===== src/rtl/singlecycle_pkg.sv =====
// Shared constants for the single-cycle core: memory map, LSU region table
// and the scoreboard state encoding.
package singlecycle_pkg;

    localparam int LSU_NUM_REGION = 8;
    localparam int LSU_ADDR_W     = 32;

    localparam logic [31:0] DATA_BASE  = 32'h0000_2000;
    localparam logic [31:0] DATA_END   = 32'h0000_3FFF;
    localparam logic [31:0] LEDR_BASE  = 32'h0000_7000;
    localparam logic [31:0] LEDG_BASE  = 32'h0000_7010;
    localparam logic [31:0] SEG7_BASE  = 32'h0000_7020;
    localparam logic [31:0] LCD_BASE   = 32'h0000_7030;
    localparam logic [31:0] SW_BASE    = 32'h0000_7800;
    localparam logic [31:0] BTN_BASE   = 32'h0000_7810;
    localparam logic [31:0] TIMER_BASE = 32'h0000_7820;

    // Index 0 is the data RAM; concatenation lists the highest index first.
    localparam logic [LSU_NUM_REGION-1:0][LSU_ADDR_W-1:0] LSU_REGION_BASE = {
        TIMER_BASE, BTN_BASE, SW_BASE, LCD_BASE,
        SEG7_BASE, LEDG_BASE, LEDR_BASE, DATA_BASE
    };

    localparam logic [LSU_NUM_REGION-1:0][LSU_ADDR_W-1:0] LSU_REGION_SIZE = {
        32'd16, 32'd4, 32'd4, 32'd4,
        32'd8, 32'd4, 32'd4, DATA_END - DATA_BASE + 32'd1
    };

    typedef enum logic [1:0] {
        ST_RUN    = 2'd0,
        ST_LOGGED = 2'd1,
        ST_FAIL   = 2'd2
    } sb_state_e;

endpackage


===== src/rtl/lsu_exp_decode.sv =====
// Combinational address-to-region decode producing the expected select vector.
// Bounds are evaluated one bit wider so a region ending at 2^ADDR_W does not wrap.
module lsu_exp_decode #(
    parameter int NUM_REGION = 8,
    parameter int ADDR_W     = 32,
    parameter logic [NUM_REGION-1:0][ADDR_W-1:0] REGION_BASE = '0,
    parameter logic [NUM_REGION-1:0][ADDR_W-1:0] REGION_SIZE = '0
) (
    input  logic                  i_valid,
    input  logic [ADDR_W-1:0]     i_addr,
    output logic [NUM_REGION-1:0] o_exp
);

    logic [ADDR_W:0] addr_x;

    assign addr_x = {1'b0, i_addr};

    always_comb begin
        o_exp = '0;
        for (int k = 0; k < NUM_REGION; k++) begin
            o_exp[k] = i_valid
                    && (addr_x >= {1'b0, REGION_BASE[k]})
                    && (addr_x <  ({1'b0, REGION_BASE[k]} + {1'b0, REGION_SIZE[k]}));
        end
    end

endmodule


===== src/rtl/scoreboard_lsu_region.sv =====
// LSU select scoreboard: delays the expected region decode by the DUT latency,
// compares it every cycle against the DUT select vector and keeps statistics.
module scoreboard_lsu_region
    import singlecycle_pkg::*;
#(
    parameter int NUM_REGION = LSU_NUM_REGION,
    parameter int ADDR_W     = LSU_ADDR_W,
    parameter int LATENCY    = 0,
    parameter int CNT_W      = 16,
    parameter logic [NUM_REGION-1:0][ADDR_W-1:0] REGION_BASE = LSU_REGION_BASE,
    parameter logic [NUM_REGION-1:0][ADDR_W-1:0] REGION_SIZE = LSU_REGION_SIZE,
    parameter bit STOP_ON_ERR = 1'b0
) (
    input  logic                        i_clk,
    input  logic                        i_rst_n,
    input  logic                        i_clr,
    input  logic                        i_drv_valid,
    input  logic [ADDR_W-1:0]           i_drv_addr,
    input  logic [NUM_REGION-1:0]       i_act_vld,
    output logic                        o_err,
    output logic                        o_cfg_err,
    output logic [CNT_W-1:0]            o_err_cnt,
    output logic [CNT_W-1:0]            o_txn_cnt,
    output logic [CNT_W-1:0]            o_unmapped_cnt,
    output logic [NUM_REGION*CNT_W-1:0] o_hit_cnt,
    output logic [ADDR_W-1:0]           o_first_addr,
    output logic [NUM_REGION-1:0]       o_first_exp,
    output logic [NUM_REGION-1:0]       o_first_act,
    output sb_state_e                   o_state
);

    logic [NUM_REGION-1:0] exp_now;
    logic                  dly_valid;
    logic [ADDR_W-1:0]     dly_addr;
    logic [NUM_REGION-1:0] dly_exp;
    logic                  mismatch;

    lsu_exp_decode #(
        .NUM_REGION  (NUM_REGION),
        .ADDR_W      (ADDR_W),
        .REGION_BASE (REGION_BASE),
        .REGION_SIZE (REGION_SIZE)
    ) u_decode (
        .i_valid (i_drv_valid),
        .i_addr  (i_drv_addr),
        .o_exp   (exp_now)
    );

    // Delay line aligns the expectation with the DUT's select output.
    generate
        if (LATENCY == 0) begin : g_nodly
            assign dly_valid = i_drv_valid;
            assign dly_addr  = i_drv_addr;
            assign dly_exp   = exp_now;
        end else begin : g_dly
            logic [LATENCY-1:0]                 vld_q;
            logic [LATENCY-1:0][ADDR_W-1:0]     addr_q;
            logic [LATENCY-1:0][NUM_REGION-1:0] exp_q;

            always_ff @(posedge i_clk) begin
                if (!i_rst_n) begin
                    vld_q  <= '0;
                    addr_q <= '0;
                    exp_q  <= '0;
                end else begin
                    vld_q[0]  <= i_drv_valid;
                    addr_q[0] <= i_drv_addr;
                    exp_q[0]  <= exp_now;
                    for (int s = 1; s < LATENCY; s++) begin
                        vld_q[s]  <= vld_q[s-1];
                        addr_q[s] <= addr_q[s-1];
                        exp_q[s]  <= exp_q[s-1];
                    end
                end
            end

            assign dly_valid = vld_q[LATENCY-1];
            assign dly_addr  = addr_q[LATENCY-1];
            assign dly_exp   = exp_q[LATENCY-1];
        end
    endgenerate

    assign mismatch = (dly_exp != i_act_vld);

    function automatic logic [CNT_W-1:0] sat_inc(input logic [CNT_W-1:0] v, input logic en);
        return (en && (v != '1)) ? v + {{(CNT_W-1){1'b0}}, 1'b1} : v;
    endfunction

    sb_state_e state_q, state_d;
    logic      cnt_en;
    logic      capture_en;

    always_ff @(posedge i_clk) begin
        if (!i_rst_n) begin
            state_q <= ST_RUN;
        end else begin
            state_q <= state_d;
        end
    end

    always_comb begin
        state_d = state_q;
        if (i_clr) begin
            state_d = ST_RUN;
        end else begin
            case (state_q)
                ST_RUN:    if (mismatch) state_d = STOP_ON_ERR ? ST_FAIL : ST_LOGGED;
                ST_LOGGED: state_d = ST_LOGGED;
                ST_FAIL:   state_d = ST_FAIL;
                default:   state_d = ST_RUN;
            endcase
        end
    end

    // A clear in the same cycle as a mismatch suppresses that mismatch entirely.
    always_comb begin
        cnt_en     = (state_q != ST_FAIL) && !i_clr;
        capture_en = (state_q == ST_RUN) && mismatch && !i_clr;
    end

    logic                                err_q, err_d;
    logic                                cfg_q, cfg_d;
    logic [CNT_W-1:0]                    err_cnt_q, err_cnt_d;
    logic [CNT_W-1:0]                    txn_q, txn_d;
    logic [CNT_W-1:0]                    unm_q, unm_d;
    logic [NUM_REGION-1:0][CNT_W-1:0]    hit_q, hit_d;
    logic [ADDR_W-1:0]                   first_addr_q, first_addr_d;
    logic [NUM_REGION-1:0]               first_exp_q, first_exp_d;
    logic [NUM_REGION-1:0]               first_act_q, first_act_d;

    always_comb begin
        err_d        = err_q;
        cfg_d        = cfg_q;
        err_cnt_d    = err_cnt_q;
        txn_d        = txn_q;
        unm_d        = unm_q;
        hit_d        = hit_q;
        first_addr_d = first_addr_q;
        first_exp_d  = first_exp_q;
        first_act_d  = first_act_q;
        if (i_clr) begin
            err_d        = 1'b0;
            cfg_d        = 1'b0;
            err_cnt_d    = '0;
            txn_d        = '0;
            unm_d        = '0;
            hit_d        = '0;
            first_addr_d = '0;
            first_exp_d  = '0;
            first_act_d  = '0;
        end else if (cnt_en) begin
            txn_d     = sat_inc(txn_q, dly_valid);
            unm_d     = sat_inc(unm_q, dly_valid && (dly_exp == '0));
            err_cnt_d = sat_inc(err_cnt_q, mismatch);
            for (int k = 0; k < NUM_REGION; k++) begin
                hit_d[k] = sat_inc(hit_q[k], dly_exp[k]);
            end
            if (mismatch) err_d = 1'b1;
            if ($countones(dly_exp) > 1) cfg_d = 1'b1;
        end
        if (capture_en) begin
            first_addr_d = dly_addr;
            first_exp_d  = dly_exp;
            first_act_d  = i_act_vld;
        end
    end

    always_ff @(posedge i_clk) begin
        if (!i_rst_n) begin
            err_q        <= 1'b0;
            cfg_q        <= 1'b0;
            err_cnt_q    <= '0;
            txn_q        <= '0;
            unm_q        <= '0;
            hit_q        <= '0;
            first_addr_q <= '0;
            first_exp_q  <= '0;
            first_act_q  <= '0;
        end else begin
            err_q        <= err_d;
            cfg_q        <= cfg_d;
            err_cnt_q    <= err_cnt_d;
            txn_q        <= txn_d;
            unm_q        <= unm_d;
            hit_q        <= hit_d;
            first_addr_q <= first_addr_d;
            first_exp_q  <= first_exp_d;
            first_act_q  <= first_act_d;
        end
    end

    assign o_err          = err_q;
    assign o_cfg_err      = cfg_q;
    assign o_err_cnt      = err_cnt_q;
    assign o_txn_cnt      = txn_q;
    assign o_unmapped_cnt = unm_q;
    assign o_hit_cnt      = hit_q;
    assign o_first_addr   = first_addr_q;
    assign o_first_exp    = first_exp_q;
    assign o_first_act    = first_act_q;
    assign o_state        = state_q;

endmodule


===== config.mk =====
export PLATFORM = sky130hd
export DESIGN_NAME = scoreboard_lsu_region
export DESIGN_NICKNAME = d
export VERILOG_FILES = /design/src/rtl/singlecycle_pkg.sv /design/src/rtl/lsu_exp_decode.sv /design/src/rtl/scoreboard_lsu_region.sv
export SDC_FILE = /design/constraint.sdc
export NUM_CORES = 1
export LEC_CHECK = 0
export ABC_AREA = 0
export CAP_MARGIN = 20
export CELL_PAD_IN_SITES_DETAIL_PLACEMENT = 1
export CELL_PAD_IN_SITES_GLOBAL_PLACEMENT = 2
export CORE_MARGIN = 5
export CORE_UTILIZATION = 29
export CTS_CLUSTER_SIZE = 25
export DETAILED_ROUTE_END_ITERATION = 12
export PLACE_DENSITY = 0.78
export SYNTH_ARGS = -nofsm -noshare
export SYNTH_HDL_FRONTEND = slang
export SYNTH_SLANG_ARGS = --single-unit

===== constraint.sdc =====
create_clock -name i_clk -period 6.1 [get_ports i_clk]
set_clock_uncertainty 0.2 [all_clocks]
set_input_delay 1.22 -clock i_clk [delete_from_list [all_inputs] [get_ports i_clk]]
set_output_delay 1.22 -clock i_clk [all_outputs]
set_load 0.01 [all_outputs]

# Yosys cells after proc, flatten, opt, wreduce, memory -nomap -nowiden
# Index checks and enable logic that the tools add are counted.
# op_classes
n_addsub,18
order_cmp,17
n_eq_ne,16
n_mux,7
bitwise,1
reduce_logical,49
# op_table
operator,n
$lt A32 B15 Y1 const B,8
$ge A32 B15 Y1 const B,7
$add A16 B1 Y16 const B,11
$ne A16 B16 Y1 const B,11
$mux W32,2
$ge A32 B14 Y1 const B,1
$logic_and A1 B1 Y1,31
$reduce_and A2 Y1,13
$mux W8,3
$add A1 B1 Y2,4
$logic_not A8 Y1,1
$ne A8 B8 Y1,1
$add A2 B2 Y3,2
$pmux W2 S3,1
$add A3 B3 Y4,1
$gt A4 B1 Y1 const B,1
$ne A2 B2 Y1 const B,2
$eq A2 B1 Y1 const B,1
$eq A2 B2 Y1 const B,1
$logic_not A2 Y1,1
$mux W2,1
$reduce_bool A2 Y1,1
$reduce_or A2 Y1,1
$logic_not A1 Y1,1
$not A1 Y1,1
# word_totals
reg_bits,228
input_bits,44
output_inout_bits,228
elab_cells,125

# Logic depth before layout (Yosys ltp)
# depth
word_depth,8
ltp_mapped,16
mapped_depth_nobuf,15

# Modules after synthesis
# A second synthesis with hierarchy kept.
# unflattened
hier_cells,1254
area_unflattened_um2,11049.3
# modules_own_cells
mod,instances,cells_per_inst,area_per_inst_um2,seq_area_each_um2
scoreboard_lsu_region,1,1221,10775.3,4564.4
lsu_exp_decode,1,33,274.0,0.0

# Worst setup path after synthesis
# Ideal clock, no wire load.
# synth_timing
kind,input port to flip-flop
start,in i_drv_addr[31]
end,"reg cfg_q, in the netlist o_cfg_err"
setup_ps,128
arrival_time_ps,4614
required_time_ps,5772
setup_slack_ps,1159
path_stages,14
path_buffers,0
cell_sequence,nor4_1 nand2_1 nor3_1 nand2_1 fa_1 fa_1 fa_1 inv_1 ha_1 fa_1 o21ai_0 nand2b_1 a21oi_1 nor2_1
# synth_between
elab_chain_len,8
elab_cells_between_ends,41
classes_between,add/sub (7); order compare (17); reduce/logical (17)
# synth_lines
item,line_no,rtl
from (decl),scoreboard_lsu_region.sv:18,"input logic [ADDR_W-1:0] i_drv_addr,"
$ge A32 B14 Y1 / $ge A32 B15 Y1 (equally long branches),lsu_exp_decode.sv:22,"&& (addr_x >= {1'b0, REGION_BASE[k]})"
$logic_and A1 B1 Y1,lsu_exp_decode.sv:22,
$logic_and A1 B1 Y1,lsu_exp_decode.sv:23,"&& (addr_x < ({1'b0, REGION_BASE[k]} + {1'b0, REGION_SIZE[k]}));"
$add A1 B1 Y2 (implied by the code),scoreboard_lsu_region.sv:159,if ($countones(dly_exp) > 1) cfg_d = 1'b1;
$add A2 B2 Y3 (implied by the code),scoreboard_lsu_region.sv:159,
$add A3 B3 Y4 (implied by the code) (*),scoreboard_lsu_region.sv:159,
$gt A4 B1 Y1 (*),scoreboard_lsu_region.sv:159,
$reduce_and A2 Y1 (no source line) (*),-,
to (signal assigned),scoreboard_lsu_region.sv:181,cfg_q <= cfg_d;
to (decl),scoreboard_lsu_region.sv:122,"logic cfg_q, cfg_d;"
# Every way passes the cells marked *; elsewhere a longest branch is shown, timed or not.
# A chain may end at the register's enable or synchronous reset.

# Final worst setup path
# layout_timing
start,in i_drv_valid
end,"reg cfg_q, in the netlist o_cfg_err"
# layout_between
elab_chain_len,7
elab_cells_between_ends,25
classes_between,add/sub (7); order compare (1); reduce/logical (17)
# layout_lines
item,line_no,rtl
from (decl),scoreboard_lsu_region.sv:17,"input logic i_drv_valid,"
$logic_and A1 B1 Y1,lsu_exp_decode.sv:22,
$logic_and A1 B1 Y1,lsu_exp_decode.sv:23,
$add A1 B1 Y2 (implied by the code),scoreboard_lsu_region.sv:159,
$add A2 B2 Y3 (implied by the code),scoreboard_lsu_region.sv:159,
$add A3 B3 Y4 (implied by the code) (*),scoreboard_lsu_region.sv:159,
$gt A4 B1 Y1 (*),scoreboard_lsu_region.sv:159,
$reduce_and A2 Y1 (no source line) (*),-,
# Marked as above.

==> flow_summary.json <==
{
  "synth-xor-area-share_pct": 10.7,
  "antenna_found_initial": 0,
  "maxCapViolations": 0,
  "antenna_cells": 0,
  "die_area_sq_mm": 0.0411,
  "wire_per_inst_microns": 18.6,
  "synth_top_family_by_area": "simple AND/OR/NAND/NOR gates",
  "combPwrFrac_pct": 5.1,
  "hold_slack_ns": 0.258,
  "buffer_ports.inserted": 271,
  "crit_arrival_ns": 5.45,
  "dp_slack_ns": 0.291,
  "synth_cell_types": 58,
  "wl_microns": 38100,
  "vias_per_cell": 5.06,
  "drive_above_1_share_pct": 5.06,
  "sw_frac_of_total_pct": 23.1,
  "final_util_pct": 40.9,
  "crit_top_cell": "fa_1",
  "final-hold-violation-count": 0,
  "fmax_mhz": 190,
  "die_y_microns": 203,
  "cts_max_path_buffers": 3,
  "synth_ff_type": "dfxtp_1",
  "post-route-drc-count": 0,
  "start_kind": "input pin",
  "grt_pass1_wl_microns": 60500,
  "wl_met1_microns": 17700,
  "clk_pin_slew_ns": 0.06,
  "core_area_sq_mm": 0.0366,
  "period_needed_ns": 5.27,
  "synth_compound_area_share_pct": 8.94,
  "path_max_fanout": 3,
  "ys_async_sr_fraction_pct": 0,
  "maxSlewHeadroom_pct": 34.6,
  "ctsResizeCount": 0,
  "grt_pass1_vias": 10599,
  "fin_tns_setup_ns": 0,
  "power_frac_seq_pct": 45.3,
  "initial_core_util_pct": 29.4,
  "p_sw_mw": 0.771,
  "intPower_mw": 2.56,
  "end_kind": "register",
  "layout_commonest_cell": "clkdlybuf4s50_1",
  "grt_use_total_pct": 17.7,
  "layout_common_cells": "clkdlybuf4s50_1, dfxtp_1, nor2_1, nand3_1, nand2_1",
  "first_pass_iters": 4,
  "synthToLayoutAreaGrowth_pct": 38.9,
  "final-setup-viol-count": 0,
  "cts_buffers": 29,
  "synth.ff_latch_count": 228,
  "wl_met3_microns": 2420,
  "yosys-mux-area-fraction_pct": 2.14,
  "layout.nets": 1621,
  "syn_nets": 1363,
  "cts_num_sinks": 228,
  "syn_area_per_cell_sq_um": 8.29,
  "yosysSeqAreaShare_pct": 42.4,
  "status": "completed",
  "ir_drop_v": 0.000193,
  "worstSetupPathType": "input pin to register",
  "dr.max_layer_used": "met4",
  "drtIter0Drc": 393,
  "syn-instance-count": 1300,
  "tightest_slew_ns": 0.979,
  "clkPwrFrac_pct": 49.6,
  "synth_edf_count": 0,
  "cts-hold-fix-buffers": 0,
  "place_congestion": 0.831,
  "cp.required_ns": 6.28,
  "place_hpwl_microns": 27800,
  "grt_start_max_net_pins": 80,
  "synth_warnings": 0,
  "finish.instance_area_sq_mm": 0.0150,
  "drv_slew": 0,
  "insertion_delay_ns": 0.54,
  "wl_met2_microns": 17600,
  "synth-simple-area-share_pct": 29.6,
  "placed_cell_area_sq_mm": 0.0140,
  "slowest_stage": "clkdlybuf4s50_1",
  "timing.final.crit_share_pct": 86.4,
  "drtAntennaViolNets": 0,
  "synth-adder-area-share_pct": 2.49,
  "htree_levels": 1,
  "grt_overflow": 0,
  "cts_setup_buffers": 0,
  "critical_path.max_stage_delay_ns": 0.57,
  "vias": 10356,
  "root_buffer": "clkbuf_16",
  "die-width_microns": 203,
  "p_per_area_mw_per_mm2": 223,
  "cts_tree": "yes",
  "num_io_pins": 272,
  "rsz0062_at_grt": "false",
  "netlist_area_sq_mm": 0.0108,
  "hp-class": "register to register",
  "p_leak_nw": 4.89,
  "crit_path_cell_trace": "clkdlybuf4s50_1 > nor4b_1 > nand3_1 > nor3_1 > nand2_1 > fa_1 > fa_1 > fa_1 > inv_1 > ha_1 > fa_1 > o21ai_0 > nand2b_1 > a21oi_1 > nor2_1",
  "rows": 70,
  "timing.final.ws_setup_ns": 0.832
}
## area by class of cell
class	instances	area, sq um
clock buffers	46	850
clock inverters	7	68.8
fillers	4316	21700
inverters	36	135
multi-input cells	969	5850
flip-flops and latches	228	4560
well taps	468	586
repair buffers	294	2900
## metrics by stage
stage	power, mW	cells
5_1_grt	3.46	2048
3_3_place_gp	1.71	1992
4_1_cts	3.39	2047
3_5_place_dp	1.71	1994
6_report	3.33	2048
2_1_floorplan	1.62	1300
## path summary, 6_finish.rpt
path | start | to | slack (ns) | depth (start not counted)
setup / recovery | i_drv_valid | o_cfg_err | 0.83 | 15
hold / removal | o_first_exp[1] | o_first_exp[1] | 0.26 | 2
setup reg to reg | o_state[0] | o_hit_cnt[15] | 2.49 | 7
hold reg to reg | o_first_exp[1] | o_first_exp[1] | 0.26 | 2
## power by group through the flow
stage / logic [mW] / registers [mW] / clock network, mW
2_1_floorplan: 0.0698 / 1.55 / 0
3_3_place_gp: 0.170 / 1.54 / 0
3_5_place_dp: 0.172 / 1.54 / 0
4_1_cts: 0.173 / 1.51 / 1.71
5_1_grt: 0.186 / 1.51 / 1.77
6_report: 0.171 / 1.51 / 1.65
## per-layer routing
| metal | vias to the layer above | global-route usage, % |
|---|---|---|
| li1 | 5080 | - |
| met1 | 5047 | 23.8 |
| met2 | 201 | 29.4 |
| met3 | 28 | 4.81 |
| met4 | 0 | 2.50 |
| met5 | - | 0 |
## critical path, delay by kind of cell
family	cells	cell delay (ns)
adder cells (fa/ha/maj)	5	2.07
AO/OA/AOI/OAI	2	0.32
AND/OR/NAND/NOR	6	1.21
buffers and inverters	2	0.61
## flip-flops by register name (all words and copies together), names as in the netlist
signal,count
o_first_addr,32
o_cfg_err,1
o_txn_cnt,16
o_err,1
o_err_cnt,16
o_hit_cnt,128
o_state,2
o_unmapped_cnt,16
o_first_exp,8
o_first_act,8
## cells in the mapped netlist, types with 4 or more instances
cell type / number / share of area, %
ha_1: 15 / 1.7
fa_1: 4 / 0.74
xor2_1: 61 / 5.0
o211ai_1: 4 / 0.28
o21ai_0: 61 / 2.8
mux2i_1: 23 / 2.1
inv_1: 36 / 1.3
or4_1: 11 / 0.77
a211oi_1: 4 / 0.28
nand3b_1: 4 / 0.28
and2_1: 12 / 0.70
a21oi_1: 70 / 3.3
nor4b_1: 5 / 0.41
and4_1: 21 / 1.7
nand4_1: 46 / 2.7
buf_1: 5 / 0.17
o31ai_1: 6 / 0.42
nand3_1: 111 / 5.2
xnor2_1: 71 / 5.8
nand2_1: 91 / 3.2
nor4_1: 27 / 1.6
nor3_1: 52 / 2.4
and3_1: 24 / 1.4
nand2b_1: 18 / 1.0
or3_1: 21 / 1.2
nor2_1: 171 / 6.0
clkbuf_1: 53 / 1.8
dfxtp_1: 228 / 42
## logic make-up (layout without fill, tap and decap cells)
group / after synthesis / after routing
flip-flops: 228 / 228
XOR/XNOR: 132 / 132
multiplexers: 23 / 23
AO/OA/AOI/OAI: 167 / 167
adder cells (fa/ha/maj): 19 / 19
AND/OR/NAND/NOR: 628 / 628
buffers and inverters: 103 / 383
No activity file was read; power rests on OpenSTA's default activity.
